<file path="config.mk">
export PLATFORM = sky130hd
export DESIGN_NAME = fetch_queue
export DESIGN_NICKNAME = d
export VERILOG_FILES = /design/src/rtl/fetch_queue.sv
export SDC_FILE = /design/constraint.sdc
export NUM_CORES = 1
export LEC_CHECK = 0
export CORE_MARGIN = 8
export CORE_UTILIZATION = 40
export DETAILED_ROUTE_END_ITERATION = 16
export HOLD_SLACK_MARGIN = 0.03
export PLACE_DENSITY = 0.7
export SLEW_MARGIN = 5
export SYNTH_ARGS = -nofsm -noshare
export SYNTH_HDL_FRONTEND = slang
export SYNTH_SLANG_ARGS = --single-unit
export TNS_END_PERCENT = 10
</file>
<file path="constraint.sdc">
create_clock -name aclk -period 3.9 [get_ports aclk]
set_input_delay 0.39 -clock aclk [delete_from_list [all_inputs] [get_ports aclk]]
set_output_delay 0.39 -clock aclk [all_outputs]
set_load 0.005 [all_outputs]
</file>
<file path="src/rtl/fetch_queue.sv">
// Instruction fetch unit: sequential AXI AR issue with credit-limited outstanding
// requests, a DEPTH-entry {pc, ir, fault} prefetch queue and redirect flushing.

package core;
    localparam logic [31:0] CODE_BASE = 32'h0001_0000;
endpackage

package axi4;
    // Instruction, secure, unprivileged access.
    localparam logic [2:0] AXI4 = 3'b100;
endpackage

module fetch_queue #(
    parameter int          DEPTH           = 4,
    parameter int          MAX_OUTSTANDING = 2,
    parameter logic [31:0] RESET_PC        = core::CODE_BASE
) (
    input  logic                       aclk,
    input  logic                       aresetn,
    input  logic                       branch,
    input  logic [31:0]                target,
    input  logic                       trap,
    input  logic [31:0]                handler,
    input  logic                       bubble,
    output logic                       arvalid,
    input  logic                       arready,
    output logic [31:0]                araddr,
    output logic [2:0]                 arprot,
    input  logic                       rvalid,
    output logic                       rready,
    input  logic [31:0]                rdata,
    input  logic [1:0]                 rresp,
    output logic                       down_tvalid,
    input  logic                       down_tready,
    output logic [31:0]                down_pc,
    output logic [31:0]                down_ir,
    output logic                       down_fault,
    output logic [$clog2(DEPTH):0]     level
);

    localparam int LW = $clog2(DEPTH) + 1;
    localparam int PW = $clog2(DEPTH);
    localparam int OW = $clog2(MAX_OUTSTANDING + 1);
    localparam int AW = (MAX_OUTSTANDING > 1) ? $clog2(MAX_OUTSTANDING) : 1;
    localparam int SW = LW + 1;
    localparam logic [OW-1:0] MAX_O   = OW'(MAX_OUTSTANDING);
    localparam logic [AW-1:0] PC_LAST = AW'(MAX_OUTSTANDING - 1);
    localparam logic [SW-1:0] DEPTH_S = SW'(DEPTH);

    typedef struct packed {
        logic [31:0] pc;
        logic [31:0] ir;
        logic        fault;
    } entry_t;

    entry_t        queue [DEPTH];
    logic [31:0]   pc_fifo [MAX_OUTSTANDING];
    logic [PW-1:0] wr_ptr, rd_ptr;
    logic [AW-1:0] pc_wr, pc_rd;
    logic [LW-1:0] level_q, level_d;
    logic [OW-1:0] outstanding, outstanding_d, discard, discard_d;
    logic          stale, stale_d;
    logic [31:0]   stale_addr, stale_addr_d;
    logic          arvalid_q, arvalid_d;
    logic [31:0]   araddr_q, araddr_d;
    logic          rready_q;

    logic          redirect, ar_hs, r_hs, push, pop, credit;
    logic [31:0]   redirect_raw, redirect_addr;

    assign redirect      = trap | branch;
    assign redirect_raw  = trap ? handler : target;
    assign redirect_addr = redirect_raw & ~32'h3;
    assign ar_hs         = arvalid_q & arready;
    assign r_hs          = rvalid & rready_q;
    assign push          = r_hs & (discard == '0) & ~redirect;
    assign pop           = down_tvalid & down_tready & ~redirect;

    // NOTE: every variable gets a default at the top of always_comb, so no path can infer a latch.
    always_comb begin
        outstanding_d = outstanding + OW'(ar_hs) - OW'(r_hs);
        level_d       = redirect ? '0 : level_q + LW'(push) - LW'(pop);
        discard_d     = discard - OW'(r_hs && discard != '0) + OW'(ar_hs && stale);
        stale_d       = stale;
        stale_addr_d  = stale_addr;
        araddr_d      = araddr_q;

        if (redirect) begin
            discard_d    = outstanding_d;
            stale_d      = arvalid_q & ~arready;
            stale_addr_d = redirect_addr;
        end else if (ar_hs) begin
            stale_d = 1'b0;
        end

        if (ar_hs)
            araddr_d = redirect ? redirect_addr : (stale ? stale_addr : araddr_q + 32'd4);
        else if (redirect && !arvalid_q)
            araddr_d = redirect_addr;

        // A pending request already passed the credit check, so it is held until accepted.
        credit    = (outstanding_d < MAX_O) &&
                    (SW'(level_d) + SW'(outstanding_d) < DEPTH_S);
        arvalid_d = (arvalid_q & ~arready) | credit;
    end

    // NOTE: sequential state uses non-blocking assignments so every register samples pre-edge values.
    always_ff @(posedge aclk or negedge aresetn) begin
        if (!aresetn) begin
            arvalid_q   <= 1'b0;
            araddr_q    <= RESET_PC;
            rready_q    <= 1'b0;
            level_q     <= '0;
            wr_ptr      <= '0;
            rd_ptr      <= '0;
            pc_wr       <= '0;
            pc_rd       <= '0;
            outstanding <= '0;
            discard     <= '0;
            stale       <= 1'b0;
            stale_addr  <= RESET_PC;
        end else begin
            arvalid_q   <= arvalid_d;
            araddr_q    <= araddr_d;
            rready_q    <= 1'b1;
            level_q     <= level_d;
            outstanding <= outstanding_d;
            discard     <= discard_d;
            stale       <= stale_d;
            stale_addr  <= stale_addr_d;
            if (ar_hs) pc_wr <= (pc_wr == PC_LAST) ? '0 : pc_wr + AW'(1);
            if (r_hs)  pc_rd <= (pc_rd == PC_LAST) ? '0 : pc_rd + AW'(1);
            if (redirect) begin
                wr_ptr <= '0;
                rd_ptr <= '0;
            end else begin
                if (push) wr_ptr <= wr_ptr + PW'(1);
                if (pop)  rd_ptr <= rd_ptr + PW'(1);
            end
        end
    end

    // NOTE: storage arrays carry no reset; occupancy and pointers alone define what is valid.
    always_ff @(posedge aclk) begin
        if (ar_hs) pc_fifo[pc_wr] <= araddr_q;
        if (push)  queue[wr_ptr]  <= '{pc: pc_fifo[pc_rd], ir: rdata, fault: (rresp != 2'b00)};
    end

    assign arvalid     = arvalid_q;
    assign araddr      = araddr_q;
    assign arprot      = axi4::AXI4;
    assign rready      = rready_q;
    assign level       = level_q;
    assign down_tvalid = (level_q != '0) & ~bubble;
    assign down_pc     = queue[rd_ptr].pc;
    assign down_ir     = queue[rd_ptr].ir;
    assign down_fault  = queue[rd_ptr].fault;

endmodule

</file>
==> results of run 1 <==
-- registers in the layout, summed over array words and instances, names as in the netlist --
name and cells:
pc_rd 1, level 3, pc_wr 1, pc_fifo 60, stale_addr 30, araddr 30
stale 1, discard 2, arvalid 1, rd_ptr 2, queue 252, rready 1
outstanding 2, wr_ptr 2
-- report_power, final --
group | switching (mW) | internal [mW]
clock network | 1.59 | 2.50
registers | 0.476 | 5.16
logic | 1.03 | 0.948
total | 3.10 | 8.61
-- worst paths after layout --
kind                                        to  depth (start not counted)         from  slack, ps
worst max register to register         arvalid                         13     level[1]        950
worst min-delay path            stale_addr[16]                          3  handler[16]        410
min in group asynchronous       stale_addr[26]                          2      aresetn        540
max in group asynchronous            rd_ptr[0]                          2      aresetn       2600
worst min register to register           pc_rd                          1        pc_rd        480
worst max-delay path                down_pc[6]                          3    rd_ptr[0]        740
-- critical path: stages (launching register included) --
cell and delay, ps:
dfrtp_4 720, buf_4 380, mux4_2 590, clkdlybuf4s50_1 490
-- cell usage in the layout, fill, tap and decap left out, drive strengths merged, types with 24 or more instances in the layout --
cell type and n:
nor2 82, mux4 63, o21ai 24, mux2 30
dfrtp 74, clkdlybuf4s50 199, mux2i 26, clkbuf 55
a21oi 35, edfxtp 312, buf 25, nand2 26
-- timing repair --
action | in CTS | in global routing
endpoints found under the hold margin | 74 | 0
buffers inserted | 0 | 0
hold buffers | 1 | 0
-- per-stage QoR --
step	instances	worst slack (ps)	utilization, %	hold WS [ps]
final	1720	739	50.6	412
after detailed placement	1643	453	47.0	468
after global routing	1720	570	50.6	422
after global placement	1643	512	47.0	463
after CTS	1720	635	50.6	374
after floorplan	953	644	-	94.4
-- routing by layer --
layer / GRT usage [%] / part of all wire (%) / routed length [um]
met1: 19.7 / 44 / 15700
met2: 24.7 / 47 / 16800
met3: 5.33 / 8.0 / 2910
met4: 4.15 / 1.8 / 651
met5: 0 / 0 / 0
-- kinds of logic (layout without fill, tap and decap cells) --
kind of cell | Yosys count | count (layout) | share of synthesized area (%)
compound gates | 138 | 138 | 6.01
xor+xnor | 19 | 19 | 1.05
fa+ha+maj | 13 | 13 | 1.07
buf+inv | 73 | 315 | 2.19
flops | 388 | 388 | 70.8
mux | 119 | 119 | 12.7
other cells | 2 | 8 | 0.0472
simple gates | 195 | 195 | 6.15
-- layout make-up --
| cell class | instances | share of cell area (%) |
|---|---|---|
| multi-input cells | 492 | 21.7 |
| inverters | 14 | 0.262 |
| flip-flops and latches | 388 | 56.3 |
| well taps | 525 | 3.28 |
| clock inverters | 21 | 1.40 |
| clock buffers | 55 | 5.80 |
| repair buffers | 225 | 11.2 |
==> impl_metrics.toml, run 1 <==
[synthesis]
ys_ff_latch = 388
yosys.area.top_type_share_pct = 58.9
netlist.top_cell.by_area = "edfxtp_1"
synth_most_common_cell = "edfxtp_1"
ys_types = 66
ys_seq_area_share_pct = 70.8
syn_inst = 947
async_reset_ff_share_pct = 19.6
synthTopCellsByCount = "312 x edfxtp_1, 82 x nor2_1, 74 x dfrtp_1"
syn_area_um2 = 15900
yosys_warnings = 0
postSynthAreaPerCell_um2 = 16.8
synthFlopType = "edfxtp_1"
synth_edf_count = 312
ys_top_cells_by_area = "edfxtp_1 59%, dfrtp_1 12%, mux4_2 8.9%"

[clocking]
cts_buffer_depth = 3
post_cts_resized = 0
tritoncts = "yes"
numClockSinks = 388
cts_buffers = 42
clkTransAtPathRegs_ps = 60
clk_latency_ps = 560
htree_levels = 2
cts_root_buffer = "clkbuf_16"

[setup_path]
endpoint_kind = "primary output"
criticalPathCategory = "reg2out"
start_kind = "flop"
crit_required_ps = 3510
critical_path_arrival_ps = 2770
cp_max_fo = 21

[timing]
slew-limit-headroom_pct = 31.8
setup_violations = 0
period_share_pct = 81.0
drv_slew = 0
rsz0062_at_grt = "no"
setup_tns_ps = 0
worst_slew_pin_slew_ps = 1020
fmax_mhz = 316
hold_violations = 0
worst_clock_skew_ps = 22.6
period_needed_ps = 3160

[final_layout]
n_antenna_cell = 0
drive_above_1_share_pct = 16.7
syn2layout_area_growth_pct = 25.8
multiInputGateArea_um2 = 4340
layout.nets = 1282
design_area_um2 = 20000
ff_latch_area_um2 = 11300
final.fill_count = 3254

[floorplan]
rows = 73
die_area_um2 = 46400
dieWidth_um = 215
core_um2 = 39500
ios = 212
start_util_pct = 40.3
die_h_um = 215

[pwr]
ir_drop_mv = 0.306
power_density_nw_per_um2 = 585
p_leak_nw = 6.74
total_power_mw = 11.7

[detailed_routing]
ant_nets = 0
wire_per_inst_um = 21.0
drt-total-wl_mm = 36.1
drc = 0
viasPerCell = 5.33
drtIter0Drc = 719
dr_total_vias = 9167
drt_first_pass_iters = 5

[outcome]
run_status = "finished clean"

[placement]
hpwlAfterDp_mm = 24.0
place.gp.congestion = 0.803
portBuffers = 200
place_area_um2 = 18600

[global_route]
grt_util_all_layers_pct = 15.4
grt_pass1_wl_mm = 56.4
grt_pass1_vias = 9752
grt_overflow_total = 0
antenna_found_initial = 0
grt_start_max_net_pins = 77

[flow_run]
maxCapViolCount = 0

[worst_hold_path]
holdCritPathClass = "in2reg"
(Power assumes the default switching activity.)
==> inputs of run 2 (changes only) <==
PLACE_DENSITY = 0.72   (was 0.7)
clock period = 2.9 ns   (was 3.9 ns; I/O delays follow)
==> impl_metrics.toml, run 2 (synthesis gave the netlist of run 1 again) <==
[outcome]
run_status = "finished clean"

[detailed_routing]
dr_total_vias = 9122
drt-total-wl_mm = 36.4
drc = 0
viasPerCell = 5.27
drt_first_pass_iters = 5
ant_nets = 0
drtIter0Drc = 662
wire_per_inst_um = 21.1

[flow_run]
maxCapViolCount = 0

[clocking]
cts_buffers = 41
numClockSinks = 388
cts_root_buffer = "clkbuf_16"
clk_latency_ps = 540
clkTransAtPathRegs_ps = 60
htree_levels = 2
tritoncts = "yes"
cts_buffer_depth = 3

[timing]
fmax_mhz = 369
setup_slack_ps = 189
setup_tns_ps = 0
setup_violations = 0
worst_slew_pin_slew_ps = 676
slew-limit-headroom_pct = 54.9
period_share_pct = 93.5
worst_clock_skew_ps = 24.9
rsz0062_at_grt = "no"
drv_slew = 0
hold_violations = 0
period_needed_ps = 2710

[setup_path]
cp_slowest_stage_delay_ps = 450
start_kind = "flop"
r2r_start = "level[2]"
timing.rr.end = "arvalid"
crit_chain = "nor3_2 -> nor2_1 -> nand2_1 -> nor2_1 -> ha_1 -> inv_1 -> ha_1 -> inv_1 -> fa_1 -> nor2_1 -> ha_1 -> and3_1 -> o41ai_2"
cp.buffers_inverters = 2
r2r_cells = 13
cp_max_fo = 2
endpoint_kind = "flop"
slowest_stage = "fa_1"
critPathTopFamily = "adder cells"
r2r_slack_ps = 190
critical_path_arrival_ps = 3140
criticalPathCategory = "reg2reg"
crit_required_ps = 3330

[final_layout]
layout.nets = 1293
mostFrequentLayoutCell = "edfxtp_1"
regMostFlops = "queue"
largest_reg_flops = 252
syn2layout_area_growth_pct = 25.9
drive_above_1_share_pct = 16.9
final.fill_count = 3227
fin_util_pct = 50.7
final_cell_mix = "312 x edfxtp_1, 199 x clkdlybuf4s50_1, 81 x nor2_1, 72 x dfrtp_1, 63 x mux4_2"
reg_top3 = "queue: 252 flops, pc_fifo: 60 flops"

[floorplan]
dieWidth_um = 215
ios = 212
core_um2 = 39500
start_util_pct = 40.3
die_area_um2 = 46400
die_h_um = 215
rows = 73

[pwr]
power_density_nw_per_um2 = 758
p_leak_nw = 6.72
total_power_mw = 15.2
ir_drop_mv = 0.386

[global_route]
grt_pass1_wl_mm = 57.3
antenna_found_initial = 1
grt_util_all_layers_pct = 15.6
grt_start_max_net_pins = 60
grt_pass1_vias = 9720
grt_overflow_total = 0

[placement]
portBuffers = 200
place_ws_ps = -496
place.gp.congestion = 0.820
hpwlAfterDp_mm = 24.0

[worst_hold_path]
holdCritPathClass = "in2async"
## run 2: changes by cell type in the layout (fill, tap and decap cells not counted), moves of 2 or more
cell,previous run,this run
clkbuf_1,8,16
buf_4,20,25
clkinv_8,2,0
bufinv_16,6,1
clkinvlp_4,3,6
buf_12,5,12
clkinv_2,6,1
clkbuf_8,4,1
## run 2: layout make-up
type	count	area (um^2)	area share, %
well taps	525	657	3.28
repair buffers	237	2430	12.1
diodes	1	2.50	0.0125
inverters	14	52.6	0.262
clock buffers	60	1150	5.74
flip-flops and latches	388	11300	56.3
clock inverters	14	108	0.537
multi-input cells	492	4360	21.8
## run 2: per-stage QoR
| step | instances | hold slack (ps) | instance area (um^2) |
|---|---|---|---|
| after CTS | 1730 | 321 | 20000 |
| after detailed placement | 1655 | 372 | 18800 |
| after global placement | 1655 | 365 | 18800 |
| after global routing | 1731 | 360 | 20000 |
| final | 1731 | 341 | 20000 |
| after floorplan | 953 | -5.59 | 15900 |
## run 2: worst max path at each step
stage	from	endpoint	cells after the start
floorplan	branch	queue[3][0]	5
global placement	trap	arvalid	13
detailed placement	trap	arvalid	13
CTS	discard[1]	arvalid	11
global route	level[2]	arvalid	13
finish	level[2]	arvalid	13
## run 2: where the power goes
| part | switching [mW] | internal (mW) |
|---|---|---|
| Combinational | 1.40 | 1.31 |
| Clock | 2.04 | 2.84 |
| Sequential | 0.659 | 6.94 |
| Total | 4.10 | 11.1 |
## run 2: repair_timing
item | in CTS | in global routing
setup buffers | 0 | 0
resized for setup | 1 | 2
hold buffers | 1 | 0
hold endpoints to repair | 47 | 0
setup endpoints to repair | 1 | 1
## run 2: routing by layer
metal | up-vias | wire length [um] | global-route usage, %
met5 | - | 0 | 0
met4 | 0 | 665 | 3.84
met3 | 47 | 2610 | 4.70
met2 | 288 | 17200 | 25.0
met1 | 4608 | 16000 | 20.7
li1 | 4179 | - | -
